## config.mk

```make
export PLATFORM = sky130hd
export DESIGN_NAME = fa_exerciser
export DESIGN_NICKNAME = d
export VERILOG_FILES = /design/src/rtl/fa_exerciser_pkg.sv /design/src/rtl/fa_exerciser_seg7_decode.sv /design/src/rtl/fa_exerciser.sv
export SDC_FILE = /design/constraint.sdc
export NUM_CORES = 1
export LEC_CHECK = 0
export ABC_CLOCK_PERIOD_IN_PS = 4420
export CAP_MARGIN = 40
export CELL_PAD_IN_SITES_DETAIL_PLACEMENT = 0
export CELL_PAD_IN_SITES_GLOBAL_PLACEMENT = 2
export CORE_MARGIN = 5
export CORE_UTILIZATION = 31
export CTS_BUF_LIST = sky130_fd_sc_hd__clkbuf_2
export DETAILED_ROUTE_END_ITERATION = 8
export PLACE_DENSITY = 0.92
export SLEW_MARGIN = 5
export SYNTH_ARGS = -nofsm -noshare
export SYNTH_HDL_FRONTEND = slang
export SYNTH_SLANG_ARGS = --single-unit
```

## constraint.sdc

```tcl
create_clock -name clk -period 4.42 [get_ports clk]
set_clock_uncertainty 0.15 [all_clocks]
set_input_delay 0.442 -clock clk [delete_from_list [all_inputs] [get_ports clk]]
set_output_delay 0.442 -clock clk [all_outputs]
set_load 0.1 [all_outputs]
```

## src/rtl/fa_exerciser_pkg.sv

```systemverilog
// Shared types and constants for the full-adder exerciser.
// Seven-segment patterns are active-high, bit0 = seg a .. bit6 = seg g.
package fa_exerciser_pkg;

    typedef enum logic [1:0] {
        ST_IDLE,
        ST_SETTLE,
        ST_CHECK,
        ST_DONE
    } state_e;

    localparam logic [6:0] SEG_0 = 7'h3F;
    localparam logic [6:0] SEG_1 = 7'h06;
    localparam logic [6:0] SEG_2 = 7'h5B;
    localparam logic [6:0] SEG_3 = 7'h4F;

    localparam int NUM_VECTORS = 8;

    function automatic logic [1:0] popcount3(input logic [2:0] v);
        return {1'b0, v[0]} + {1'b0, v[1]} + {1'b0, v[2]};
    endfunction

endpackage

```

## src/rtl/fa_exerciser_seg7_decode.sv

```systemverilog
// Inverse of the adder tile's seven-segment encoder for digits 0..3.
// Any other pattern is reported as not valid.
module seg7_decode
    import fa_exerciser_pkg::*;
(
    input  logic [6:0] seg,
    output logic       valid,
    output logic [1:0] value
);

    always_comb begin
        valid = 1'b1;
        value = 2'd0;
        case (seg)
            SEG_0:   value = 2'd0;
            SEG_1:   value = 2'd1;
            SEG_2:   value = 2'd2;
            SEG_3:   value = 2'd3;
            default: valid = 1'b0;
        endcase
    end

endmodule

```

## src/rtl/fa_exerciser.sv

```systemverilog
// Sweeps all {cin,b,a} vectors into the adder tile and checks its display.
// Define FA_EXERCISER_STOP_ON_FAIL_EN to end the sweep at the first failure.
module fa_exerciser
    import fa_exerciser_pkg::*;
#(
    parameter int unsigned SETTLE_CYCLES = 2
) (
    input  logic       clk,
    input  logic       rst,
    input  logic       start,
    output logic [7:0] stim_out,
    input  logic [6:0] seg_in,
    output logic       busy,
    output logic       done,
    output logic       pass,
    output logic [3:0] err_count,
    output logic [7:0] fail_vec
);

    localparam logic [3:0] CNT_INIT = 4'(SETTLE_CYCLES - 1);
    localparam logic [2:0] IDX_LAST = 3'(NUM_VECTORS - 1);

    state_e     state_q, state_d;
    logic [2:0] idx_q, idx_d;
    logic [3:0] cnt_q, cnt_d;
    logic [7:0] stim_q, stim_d;
    logic       busy_q, busy_d;
    logic       done_q, done_d;
    logic       pass_q, pass_d;
    logic [3:0] err_q, err_d;
    logic [7:0] fvec_q, fvec_d;

    logic       seg_valid;
    logic [1:0] seg_value;
    logic       vec_bad;
    logic       finish;

    seg7_decode u_dec (
        .seg   (seg_in),
        .valid (seg_valid),
        .value (seg_value)
    );

    assign vec_bad = !seg_valid || (seg_value != popcount3(idx_q));

`ifdef FA_EXERCISER_STOP_ON_FAIL_EN
    assign finish = (idx_q == IDX_LAST) || vec_bad;
`else
    assign finish = (idx_q == IDX_LAST);
`endif

    always_comb begin
        state_d = state_q;
        idx_d   = idx_q;
        cnt_d   = cnt_q;
        stim_d  = stim_q;
        busy_d  = busy_q;
        done_d  = done_q;
        pass_d  = pass_q;
        err_d   = err_q;
        fvec_d  = fvec_q;
        case (state_q)
            ST_IDLE, ST_DONE: begin
                if (start) begin
                    idx_d   = 3'd0;
                    stim_d  = 8'd0;
                    cnt_d   = CNT_INIT;
                    err_d   = 4'd0;
                    fvec_d  = 8'd0;
                    done_d  = 1'b0;
                    pass_d  = 1'b0;
                    busy_d  = 1'b1;
                    state_d = ST_SETTLE;
                end
            end
            ST_SETTLE: begin
                if (cnt_q == 4'd0) state_d = ST_CHECK;
                else               cnt_d   = cnt_q - 4'd1;
            end
            ST_CHECK: begin
                if (vec_bad) begin
                    fvec_d[idx_q] = 1'b1;
                    err_d         = err_q + 4'd1;
                end
                if (finish) begin
                    busy_d  = 1'b0;
                    done_d  = 1'b1;
                    pass_d  = (err_d == 4'd0);
                    state_d = ST_DONE;
                end else begin
                    idx_d   = idx_q + 3'd1;
                    stim_d  = {5'b0, idx_q + 3'd1};
                    cnt_d   = CNT_INIT;
                    state_d = ST_SETTLE;
                end
            end
            default: state_d = ST_IDLE;
        endcase
    end

    always_ff @(posedge clk) begin
        if (rst) begin
            state_q <= ST_IDLE;
            idx_q   <= 3'd0;
            cnt_q   <= 4'd0;
            stim_q  <= 8'd0;
            busy_q  <= 1'b0;
            done_q  <= 1'b0;
            pass_q  <= 1'b0;
            err_q   <= 4'd0;
            fvec_q  <= 8'd0;
        end else begin
            state_q <= state_d;
            idx_q   <= idx_d;
            cnt_q   <= cnt_d;
            stim_q  <= stim_d;
            busy_q  <= busy_d;
            done_q  <= done_d;
            pass_q  <= pass_d;
            err_q   <= err_d;
            fvec_q  <= fvec_d;
        end
    end

    assign stim_out  = stim_q;
    assign busy      = busy_q;
    assign done      = done_q;
    assign pass      = pass_q;
    assign err_count = err_q;
    assign fail_vec  = fvec_q;

endmodule

```

==> flow_metrics.env <==
export IMPL_worst_ep_required_time_ps=4560
export IMPL_postSynthAreaPerCell_sq_um=8.04
export IMPL_rows=24
export IMPL_cts_root_buffer="clkbuf_2"
export IMPL_die_y_microns=77.0
export IMPL_sequential_fraction_of_the_synthesis_area_pct=34.5
export IMPL_final_critical_path_share_of_the_clock_period_pct=64.2
export IMPL_vias=1304
export IMPL_post_synth_top_count_cell="nand2_1"
export IMPL_critical_path_arrival_ps=2970
export IMPL_number_of_max_cap_violations=0
export IMPL_post_synth_num_cell_types=37
export IMPL_cts_sink_count=24
export IMPL_synth_top_cells_by_area="dfxtp_1, ha_1, nand2_1"
export IMPL_antennaDiodeCount=0
export IMPL_max_stage_delay_ps=600
export IMPL_finalWorstPathRequiredPeriod_ps=2840
export IMPL_power_leakage_nw=0.777
export IMPL_drive_gt1_share_pct=12.1
export IMPL_die_area_sq_mm=0.00593
export IMPL_route_detailed_drc=0
export IMPL_cts_tree="done"
export IMPL_pin_count_of_the_biggest_net_entering_global_routing=17
export IMPL_synth_async_reset_ratio_pct=0
export IMPL_layout_area_seq_sq_um=480
export IMPL_worstPathCellList="fa_1 > nand2_1 > a2111oi_0 > o221ai_2 > and2_2 > mux2i_1 > a221o_1"
export IMPL_critical_path_slowest_cell="fa_1"
export IMPL_min_delay_path_class="reg2reg"
export IMPL_post_synth_top_area_cell="dfxtp_1"
export IMPL_layout_overhead_on_the_synthesized_area_pct=40.8
export IMPL_timing_max_transition_violations_final=0
export IMPL_dp_hpwl_mm=2.50
export IMPL_worst_skew_pair_late_latency_ps=350
export IMPL_cts_resized=0
export IMPL_final_cell_area_sq_mm=0.00196
export IMPL_worst_ir_drop_vdd_mv=0.333
export IMPL_num_nets_final=235
export IMPL_place_congestion=0.746
export IMPL_report_final_setup_viol=0
export IMPL_drt_wirelength_per_cell_microns=12.2
export IMPL_route_detailed_vias_per_inst=4.88
export IMPL_global_route_usage_total_pct=11.1
export IMPL_synthDominantCellAreaShare_pct=34.5
export IMPL_max_slew_worst_pin_slew_ps=642
export IMPL_yosys_register_bits=24
export IMPL_initial_core_util_pct=32.0
export IMPL_globalRouteOverflowTotal=0
export IMPL_run_status="completed"
export IMPL_fmax_ghz=0.353
export IMPL_final_setup_tns_ps=0
export IMPL_place_worst_setup_slack_ps=1570
export IMPL_worst_setup_hold_path_clk_slew_ps=240
export IMPL_cts_buffer_depth=2
export IMPL_synth_edf_count=0
export IMPL_nFillCells=407
export IMPL_timing_hold_violations_final=0
export IMPL_critical_path_top_delay_family="compound AO/OA/AOI/OAI gates"
export IMPL_h_tree_level_count=1
export IMPL_numCtsBuffers=3
export IMPL_placement_cell_area_sq_mm=0.00194
export IMPL_path_buf_inv=0
export IMPL_synth_warning_count=0
export IMPL_synthesis_area_sq_mm=0.00139
export IMPL_grt_pass1_wl_mm=5.52
export IMPL_cp_max_fo=9
export IMPL_postCtsSetupBuffers=0
export IMPL_synth_top_cells_by_count="nand2_1, dfxtp_1, nor2_1"
export IMPL_worst_setup_path_type="reg2reg"
export IMPL_timing_final_ws_setup_ps=1580
export IMPL_placeableCoreArea_sq_mm=0.00435
export IMPL_power_per_cell_area_mw_per_mm2=269
export IMPL_wire_length_after_detailed_routing_mm=3.25
export IMPL_cts_hold_buffers=0
export IMPL_grt_pass1_vias=1217
export IMPL_fp_dieW_microns=77.0
export IMPL_detail_route_first_pass_iterations=4
export IMPL_worst_slew_margin_rel_pct=57.1
export IMPL_antenna_violations_before_repair=0
export IMPL_first_iter_violations=54
export IMPL_critPathCaptureType="flop"
export IMPL_portBuffers=27
export IMPL_multi_input_area_sq_um=821
export IMPL_dominantRegCellSynth="dfxtp_1"
export IMPL_netlist_instances=173
export IMPL_io_pins=33
export IMPL_crit_path_start_kind="flop"
export IMPL_rsz0062_at_grt="false"
export IMPL_ant_nets=0
## where the power goes
| part | switching [mW] | internal, mW |
|---|---|---|
| combinational | 0.132 | 0.0685 |
| clock | 0.0684 | 0.0197 |
| sequential | 0.00980 | 0.228 |
| total | 0.210 | 0.316 |
## worst reg2reg max path: stages, from the launching register on
cell	delay, ps
dfxtp_1	460
fa_1	600
nand2_1	60
a2111oi_0	500
o221ai_2	300
and2_2	310
mux2i_1	120
a221o_1	290
## metal layers
| layer | GRT usage [%] | wire (microns) | vias to the layer above |
|---|---|---|---|
| met5 | 0 | 0 | - |
| met4 | 3.61 | 42 | 0 |
| met3 | 3.04 | 152 | 2 |
| met2 | 17.7 | 1490 | 26 |
| met1 | 14.6 | 1570 | 587 |
| li1 | - | - | 689 |
## kinds of logic (layout without fill, tap and decap cells)
| family | count (synthesis) | after routing | synth area share [%] |
|---|---|---|---|
| buffers and inverters | 20 | 58 | 7.55 |
| and+or+nand+nor | 73 | 73 | 24.3 |
| AOI/OAI and AO/OA | 42 | 42 | 21.8 |
| muxes | 4 | 4 | 2.97 |
| other | 1 | 5 | 0.270 |
| DFF | 24 | 24 | 34.5 |
| adders and majority gates | 9 | 9 | 8.63 |
## cell type report
type,instances,area share [%]
Multi-Input combinational cell,133,41.9
Sequential cell,24,24.5
Tap cell,52,3.32
Timing Repair Buffer,45,27.6
Clock inverter,1,0.192
Clock buffer,3,0.766
Inverter,9,1.72
## worst paths after layout
path | startpoint | endpoint | slack (ps) | cells after the start
worst max-delay path | stim_out[0] | pass | 1580 | 7
worst max register to register | stim_out[0] | pass | 1580 | 7
worst min-delay path | fail_vec[4] | fail_vec[4] | 320 | 2
worst min register to register | fail_vec[4] | fail_vec[4] | 320 | 2
## registers in the layout (all words and copies together), names as in the netlist
register,count
done,1
err_count,4
pass,1
fail_vec,8
stim_out,3
busy,1
cnt_q,4
state_q,2
## through the flow
stage	instances	total power, mW	hold slack (ps)	util [%]
2_1_floorplan	177	0.395	323	-
3_3_place_gp	245	0.434	289	38.4
3_5_place_dp	263	0.441	292	44.6
4_1_cts	267	0.531	327	45.0
5_1_grt	267	0.562	348	45.0
6_report	267	0.526	323	45.0
## placed cells by master (no fill, tap or decap), types with 5 or more instances in the layout
master            n
dfxtp_1          24
nand2_1          26
conb_1            5
a32o_1            5
clkdlybuf4s50_1  27
a21oi_1          11
nor3_1            9
inv_1             9
ha_1              8
nor2_1           21
buf_8            18
Note: power is estimated with default switching activity, not from simulation.
